### src/rtl/ram_arb_pkg.sv
// Shared types and defaults for the two-port RAM arbiter.
package ram_arb_pkg;

    localparam int AW_DEF = 12;
    localparam int DW_DEF = 64;

    // Instruction region starts here; CPU stores at or above it are blocked
    localparam logic [AW_DEF-1:0] ROM_BASE = 12'h800;

    typedef enum logic [1:0] {IDLE, ISSUE, RESP, ACK} state_e;
    typedef enum logic {OWN_CPU, OWN_LD} owner_e;

endpackage

### src/rtl/ram_port_arbiter_if.sv
// Requester and RAM-side signals of the arbiter; slave = arbiter view, master = environment view.
interface ram_port_arbiter_if import ram_arb_pkg::*; #(
    parameter int AW = AW_DEF,
    parameter int DW = DW_DEF
);

    logic          cpu_req;
    logic          cpu_we;
    logic [AW-1:0] cpu_addr;
    logic [DW-1:0] cpu_wdata;
    logic [DW-1:0] cpu_rdata;
    logic          cpu_ack;
    logic          cpu_stall;
    logic          cpu_wr_fault;

    logic          ld_req;
    logic          ld_we;
    logic [AW-1:0] ld_addr;
    logic [DW-1:0] ld_wdata;
    logic [DW-1:0] ld_rdata;
    logic          ld_ack;

    logic [AW-1:0] ram_addr;
    logic          ram_we;
    logic [DW-1:0] ram_wdata;
    logic [DW-1:0] ram_rdata;
    logic          grant_ld;

    modport slave (
        input  cpu_req, cpu_we, cpu_addr, cpu_wdata,
        output cpu_rdata, cpu_ack, cpu_stall, cpu_wr_fault,
        input  ld_req, ld_we, ld_addr, ld_wdata,
        output ld_rdata, ld_ack,
        output ram_addr, ram_we, ram_wdata, grant_ld,
        input  ram_rdata
    );

    modport master (
        output cpu_req, cpu_we, cpu_addr, cpu_wdata,
        input  cpu_rdata, cpu_ack, cpu_stall, cpu_wr_fault,
        output ld_req, ld_we, ld_addr, ld_wdata,
        input  ld_rdata, ld_ack,
        input  ram_addr, ram_we, ram_wdata, grant_ld,
        output ram_rdata
    );

endinterface

### src/rtl/ram_arb_prio.sv
// Loader-first priority with a starvation counter that hands the CPU a turn after LD_MAX loader grants.
module ram_arb_prio #(
    parameter int LD_MAX = 8
) (
    input  logic clk,
    input  logic rst,
    input  logic cpu_req,
    input  logic ld_req,
    input  logic arb_en,
    output logic gnt_cpu,
    output logic gnt_ld
);

    logic [7:0] starve_cnt_q;
    logic       cpu_turn;

    assign cpu_turn = cpu_req && (starve_cnt_q == 8'(LD_MAX));
    assign gnt_ld   = arb_en && ld_req && !cpu_turn;
    assign gnt_cpu  = arb_en && cpu_req && !gnt_ld;

    // Counts only loader wins that made the CPU wait
    always_ff @(posedge clk) begin
        if (rst) begin
            starve_cnt_q <= '0;
        end else if (arb_en) begin
            if (!cpu_req || gnt_cpu) begin
                starve_cnt_q <= '0;
            end else if (gnt_ld) begin
                starve_cnt_q <= starve_cnt_q + 8'd1;
            end
        end
    end

endmodule

### src/rtl/ram_port_arbiter.sv
// Serialises CPU and loader accesses onto one synchronous single-port RAM, blocking CPU stores to the instruction region.
module ram_port_arbiter import ram_arb_pkg::*; #(
    parameter int AW     = AW_DEF,
    parameter int DW     = DW_DEF,
    parameter int LD_MAX = 8
) (
    input  logic            clk,
    input  logic            rst,
    ram_port_arbiter_if.slave bus
);

    state_e        state_q;
    owner_e        own_q, own_d;
    logic [AW-1:0] addr_q, addr_d;
    logic [DW-1:0] wdata_q, wdata_d;
    logic          we_q, we_d;
    logic          prot_q, prot_d;
    logic [DW-1:0] cpu_rdata_q, ld_rdata_q;
    logic          cpu_ack_q, ld_ack_q;
    logic          fault_q;
    logic          gnt_cpu, gnt_ld;

    ram_arb_prio #(.LD_MAX(LD_MAX)) u_prio (
        .clk     (clk),
        .rst     (rst),
        .cpu_req (bus.cpu_req),
        .ld_req  (bus.ld_req),
        .arb_en  (state_q == IDLE),
        .gnt_cpu (gnt_cpu),
        .gnt_ld  (gnt_ld)
    );

    always_comb begin
        own_d   = gnt_ld ? OWN_LD : OWN_CPU;
        addr_d  = gnt_ld ? bus.ld_addr  : bus.cpu_addr;
        wdata_d = gnt_ld ? bus.ld_wdata : bus.cpu_wdata;
        we_d    = gnt_ld ? bus.ld_we    : bus.cpu_we;
        prot_d  = (own_d == OWN_CPU) && we_d && addr_d[AW-1];
    end

    always_ff @(posedge clk) begin
        if (rst) begin
            state_q     <= IDLE;
            own_q       <= OWN_CPU;
            addr_q      <= '0;
            wdata_q     <= '0;
            we_q        <= 1'b0;
            prot_q      <= 1'b0;
            cpu_rdata_q <= '0;
            ld_rdata_q  <= '0;
            cpu_ack_q   <= 1'b0;
            ld_ack_q    <= 1'b0;
            fault_q     <= 1'b0;
        end else begin
            cpu_ack_q <= 1'b0;
            ld_ack_q  <= 1'b0;
            case (state_q)
                IDLE: begin
                    if (gnt_cpu || gnt_ld) begin
                        own_q   <= own_d;
                        addr_q  <= addr_d;
                        wdata_q <= wdata_d;
                        we_q    <= we_d;
                        prot_q  <= prot_d;
                        state_q <= ISSUE;
                    end
                end
                ISSUE: begin
                    if (prot_q) fault_q <= 1'b1;
                    state_q <= RESP;
                end
                // RAM read data for the ISSUE address is valid now
                RESP: begin
                    if (own_q == OWN_LD) begin
                        ld_rdata_q <= bus.ram_rdata;
                        ld_ack_q   <= 1'b1;
                    end else begin
                        cpu_rdata_q <= bus.ram_rdata;
                        cpu_ack_q   <= 1'b1;
                    end
                    state_q <= ACK;
                end
                ACK:     state_q <= IDLE;
                default: state_q <= IDLE;
            endcase
        end
    end

    // Gating by rst keeps a write caught in ISSUE from landing during reset
    assign bus.ram_we       = (state_q == ISSUE) && we_q && !prot_q && !rst;
    assign bus.ram_addr     = addr_q;
    assign bus.ram_wdata    = wdata_q;
    assign bus.cpu_rdata    = cpu_rdata_q;
    assign bus.cpu_ack      = cpu_ack_q;
    assign bus.cpu_stall    = bus.cpu_req && !cpu_ack_q;
    assign bus.cpu_wr_fault = fault_q;
    assign bus.ld_rdata     = ld_rdata_q;
    assign bus.ld_ack       = ld_ack_q;
    assign bus.grant_ld     = (own_q == OWN_LD);

endmodule

### src/flat_wrapper.sv
// flat-port wrapper written by rule: the top's interface ports become plain ports
module ram_port_arbiter_flat import ram_arb_pkg::*;
#(
    parameter int AW     = AW_DEF,
    parameter int DW     = DW_DEF,
    parameter int LD_MAX = 8
)
  (clk, rst, bus_cpu_req, bus_cpu_we, bus_cpu_addr, bus_cpu_wdata, bus_cpu_rdata, bus_cpu_ack, bus_cpu_stall, bus_cpu_wr_fault, bus_ld_req, bus_ld_we, bus_ld_addr, bus_ld_wdata, bus_ld_rdata, bus_ld_ack, bus_ram_addr, bus_ram_we, bus_ram_wdata, bus_grant_ld, bus_ram_rdata);
  ram_port_arbiter_if #(.AW(AW), .DW(DW)) bus_i ();
  input  logic clk;
  input  logic rst;
  input wire logic [$bits(bus_i.cpu_req)-1:0] bus_cpu_req;
  input wire logic [$bits(bus_i.cpu_we)-1:0] bus_cpu_we;
  input wire logic [$bits(bus_i.cpu_addr)-1:0] bus_cpu_addr;
  input wire logic [$bits(bus_i.cpu_wdata)-1:0] bus_cpu_wdata;
  output wire logic [$bits(bus_i.cpu_rdata)-1:0] bus_cpu_rdata;
  output wire logic [$bits(bus_i.cpu_ack)-1:0] bus_cpu_ack;
  output wire logic [$bits(bus_i.cpu_stall)-1:0] bus_cpu_stall;
  output wire logic [$bits(bus_i.cpu_wr_fault)-1:0] bus_cpu_wr_fault;
  input wire logic [$bits(bus_i.ld_req)-1:0] bus_ld_req;
  input wire logic [$bits(bus_i.ld_we)-1:0] bus_ld_we;
  input wire logic [$bits(bus_i.ld_addr)-1:0] bus_ld_addr;
  input wire logic [$bits(bus_i.ld_wdata)-1:0] bus_ld_wdata;
  output wire logic [$bits(bus_i.ld_rdata)-1:0] bus_ld_rdata;
  output wire logic [$bits(bus_i.ld_ack)-1:0] bus_ld_ack;
  output wire logic [$bits(bus_i.ram_addr)-1:0] bus_ram_addr;
  output wire logic [$bits(bus_i.ram_we)-1:0] bus_ram_we;
  output wire logic [$bits(bus_i.ram_wdata)-1:0] bus_ram_wdata;
  output wire logic [$bits(bus_i.grant_ld)-1:0] bus_grant_ld;
  input wire logic [$bits(bus_i.ram_rdata)-1:0] bus_ram_rdata;
  assign bus_i.cpu_req = bus_cpu_req;
  assign bus_i.cpu_we = bus_cpu_we;
  assign bus_i.cpu_addr = bus_cpu_addr;
  assign bus_i.cpu_wdata = bus_cpu_wdata;
  assign bus_cpu_rdata = bus_i.cpu_rdata;
  assign bus_cpu_ack = bus_i.cpu_ack;
  assign bus_cpu_stall = bus_i.cpu_stall;
  assign bus_cpu_wr_fault = bus_i.cpu_wr_fault;
  assign bus_i.ld_req = bus_ld_req;
  assign bus_i.ld_we = bus_ld_we;
  assign bus_i.ld_addr = bus_ld_addr;
  assign bus_i.ld_wdata = bus_ld_wdata;
  assign bus_ld_rdata = bus_i.ld_rdata;
  assign bus_ld_ack = bus_i.ld_ack;
  assign bus_ram_addr = bus_i.ram_addr;
  assign bus_ram_we = bus_i.ram_we;
  assign bus_ram_wdata = bus_i.ram_wdata;
  assign bus_grant_ld = bus_i.grant_ld;
  assign bus_i.ram_rdata = bus_ram_rdata;
  ram_port_arbiter #(.AW(AW), .DW(DW), .LD_MAX(LD_MAX)) u_core (.clk(clk), .rst(rst), .bus(bus_i));
endmodule
### config.mk
export PLATFORM = sky130hd
export DESIGN_NAME = ram_port_arbiter_flat
export DESIGN_NICKNAME = d
export VERILOG_FILES = /design/src/rtl/ram_arb_pkg.sv /design/src/rtl/ram_port_arbiter_if.sv /design/src/rtl/ram_arb_prio.sv /design/src/rtl/ram_port_arbiter.sv /design/src/flat_wrapper.sv
export SDC_FILE = /design/constraint.sdc
export NUM_CORES = 1
export LEC_CHECK = 0
export CAP_MARGIN = 20
export CORE_AREA = 2 2 170 172
export CTS_CLUSTER_SIZE = 14
export DETAILED_ROUTE_END_ITERATION = 16
export DIE_AREA = 0 0 172 174
export PLACE_DENSITY_LB_ADDON = 0.25
export SYNTH_ARGS = -nofsm -noshare
export SYNTH_HDL_FRONTEND = slang
export SYNTH_HIERARCHICAL = 1
export SYNTH_SLANG_ARGS = --single-unit
### constraint.sdc
create_clock -name clk -period 2.43 [get_ports clk]
set_input_delay 0.3645 -clock clk [delete_from_list [all_inputs] [get_ports clk]]
set_output_delay 0.3645 -clock clk [all_outputs]
set_load 0.01 [all_outputs]
==> flow_summary.json <==
{
  "portBuffers": 431,
  "peakVddDrop_mv": 0.527,
  "clock_latency_ps": 520,
  "drive_gt1_share_pct": 12.6,
  "holdBufCountCts": 0,
  "grt_max_degree": 136,
  "worst_ep_arrival_time_ps": 2840,
  "area_delta_synth_final_pct": 65.0,
  "initial_core_util_pct": 31.8,
  "gr-total-overflow": 0,
  "cp-end-kind": "flip-flop",
  "clk_path_buf_depth": 3,
  "finalCritPeriodShare_pct": 98.6,
  "drt_iter0_drc": 447,
  "synth.distinct_cells": 35,
  "rows": 62,
  "path_max_fanout": 7,
  "cp.required_ps": 2870,
  "min_path_cells": 3,
  "num_vias": 8470,
  "fin_tns_setup_ps": 0,
  "synth.net_count": 1215,
  "cts_root_buf": "clkbuf_16",
  "synth_top_cell_area_share_pct": 49.0,
  "ys_warn_count": 6,
  "setup_viol_count_final": 0,
  "hold_viol_final": 0,
  "first_pass_iters": 4,
  "drtAntennaViolNets": 0,
  "syn_inst": 987,
  "core-area_um2": 28200,
  "drv_cap": 0,
  "fin_skew_ps": 6.00,
  "yosysTopAreaCell": "dfxtp_1",
  "numCtsBuffers": 25,
  "postLayoutCoreUtil_pct": 52.5,
  "timing_worst_setup_path_type": "flip-flop to flip-flop",
  "dp_worst_setup_slack_ps": 19.0,
  "cts.sinks": 220,
  "ios": 432,
  "slew_viol_final": 0,
  "multi_input_area_um2": 4170,
  "rr_worst_depth": 10,
  "synth_area_um2": 8980,
  "final-seq-area_um2": 4410,
  "antenna_found_initial": 1,
  "period_minus_slack_ps": 2400,
  "clock.fmax_mhz": 417,
  "slew_headroom_pct": 35.8,
  "ys_top_cells_by_area": "dfxtp_1 49%, nand2_1 11%, a211oi_2 10%",
  "num_antenna_cells": 0,
  "total_leakage_power_nw": 5.17,
  "reg2reg_slack_ps": 30,
  "run_status": "finished clean",
  "power_mw": 14.7,
  "post-dp-hpwl_um": 22700,
  "rsz0062_at_grt": "yes",
  "grt_use_total_pct": 19.6,
  "die_w_um": 172,
  "htree_levels": 1,
  "holdCritPathClass": "primary input to flip-flop",
  "syn_area_per_cell_um2": 9.10,
  "p_per_area_nw_per_um2": 991,
  "synth_seq_cells": 220,
  "rr_startpoint": "u_core/u_prio/starve_cnt_q[1]",
  "dieHeight_um": 174,
  "hold_end": "u_core/bus.cpu_rdata[42]",
  "ys_seq_area_share_pct": 49.0,
  "grt_pass1_wl_um": 45800,
  "wl_um": 32500,
  "worstMarginPinSlew_ps": 963,
  "nNetsFinal": 1636,
  "timing.rr.end": "u_core/bus.ram_wdata[26]",
  "die_area_um2": 29900,
  "worstHoldStart": "bus_ram_rdata[42]",
  "clk_pin_slew_ps": 60,
  "gp_congestion": 0.799,
  "fin_ws_ps": 32.9,
  "grt_pass1_vias": 8145,
  "start_kind": "flip-flop",
  "viasPerCell": 4.69,
  "tritoncts": "built",
  "drc": 0,
  "avgRoutedWirePerCell_um": 18.0,
  "n_fill_cell": 2603
}
[cell usage in the layout, fill, tap and decap left out, types with 2 or more instances in the layout]
master / n
inv_2: 2
dfxtp_2: 2
clkbuf_8: 6
buf_16: 2
or3b_1: 2
ha_1: 5
nor2_1: 74
nand3_1: 2
buf_4: 15
xor2_1: 3
nor2b_1: 2
buf_6: 3
nor2_2: 8
dfxtp_1: 218
a221oi_1: 3
buf_8: 4
a211oi_2: 72
or3_1: 3
clkbuf_1: 7
o21ai_0: 5
nand4_1: 3
nor2_4: 3
nand2_1: 261
mux2i_1: 77
a21oi_1: 132
clkbuf_16: 31
clkinv_2: 3
clkdlybuf4s50_1: 429
buf_12: 13
a211oi_1: 9
inv_1: 4
[sequential cells by signal, summed over array words and instances, names as in the netlist, 2 cells and up]
name	cells
u_core/u_prio/starve_cnt_q	8
u_core/state_q	2
u_core/bus.cpu_rdata	64
u_core/bus.ram_wdata	64
u_core/bus.ram_addr	12
u_core/bus.ld_rdata	64
[through the flow]
step | instances | instance area [um^2] | hold slack [ps]
detailed placement | 1752 | 13700 | 446
finish | 1807 | 14800 | 412
global route | 1807 | 14800 | 394
global placement | 1752 | 13700 | 440
CTS | 1794 | 14500 | 385
floorplan | 987 | 8980 | 459
[worst max-delay path by stage]
stage	from	end	slack (ps)	cells past startpoint
2_1_floorplan	u_core/u_prio/starve_cnt_q[0]	u_core/bus.ram_wdata[22]	200	11
3_3_place_gp	u_core/u_prio/starve_cnt_q[0]	u_core/bus.ram_wdata[25]	90	9
3_5_place_dp	u_core/u_prio/starve_cnt_q[0]	u_core/bus.ram_wdata[11]	20	9
4_1_cts	u_core/u_prio/starve_cnt_q[0]	u_core/bus.ram_wdata[36]	8	9
5_1_grt	u_core/u_prio/starve_cnt_q[1]	u_core/bus.ram_wdata[58]	-70	9
6_report	u_core/u_prio/starve_cnt_q[1]	u_core/bus.ram_wdata[26]	30	10
[worst max-delay path: stages (launching register included)]
cell      delay (ps)
dfxtp_2          320
inv_2             60
ha_4             120
or4b_4           470
o31ai_4          320
and3_4           240
o21a_4           230
buf_12           160
buf_8            120
nor2_1            50
a211oi_2         190
[cell families after synthesis]
kind of cell / Yosys count / share of synthesized area, %
and+or+nand+nor: 369 / 16.2
AOI/OAI and AO/OA: 226 / 19.5
DFF: 220 / 49.0
buffers and inverters: 86 / 5.54
muxes: 77 / 8.58
adders and majority gates: 6 / 0.836
xor gates and xnor gates: 3 / 0.293
[cell usage after synthesis]
cell / n
xor2_1: 3
ha_1: 6
or4b_4: 1
a21oi_1: 133
mux2i_1: 77
or3b_1: 2
and2_1: 1
and4_1: 1
nand3_1: 3
a211oi_2: 72
nand4_1: 3
and3_1: 1
nor2b_1: 3
nor4bb_1: 1
a221oi_1: 3
or3_1: 3
buf_8: 1
buf_12: 1
buf_4: 8
nor2_1: 85
and4b_1: 1
a22oi_1: 1
dfxtp_1: 220
nand2_1: 262
o21a_4: 1
nand2b_1: 2
inv_1: 6
o31ai_4: 1
buf_1: 9
clkbuf_1: 17
a211oi_1: 9
buf_2: 34
buf_6: 10
o211ai_4: 1
o21ai_0: 5
[layer usage]
layer / global-route usage (%) / wire length [um] / share of wire, %
met4: 7.88 / 1230 / 3.8
met3: 5.92 / 2960 / 9.1
met2: 33.9 / 15800 / 48
met1: 22.3 / 12600 / 39
met5: 0 / 13 / 0.040
[where the power goes]
part	total (mW)	switching, mW	internal (mW)
Clock	3.53	1.49	2.04
Combinational	6.42	3.16	3.27
Sequential	4.74	0.402	4.34
Total	14.7	5.05	9.64
[repair_timing]
| action | 4_1_cts | 5_1_grt |
|---|---|---|
| setup endpoints to repair | 16 | 75 |
| resized for setup | 3 | 30 |
| gates cloned | 0 | 9 |
| pin swaps | 0 | 36 |
| setup buffers | 0 | 4 |
[final cells by class]
type,instances,share of cell area [%]
repair buffers,474,33.7
flip-flops and latches,220,29.7
multi-input cells,681,28.1
clock buffers,37,4.86
well taps,384,3.24
clock inverters,5,0.219
inverters,6,0.152
Note: power is estimated with default switching activity, not from simulation.
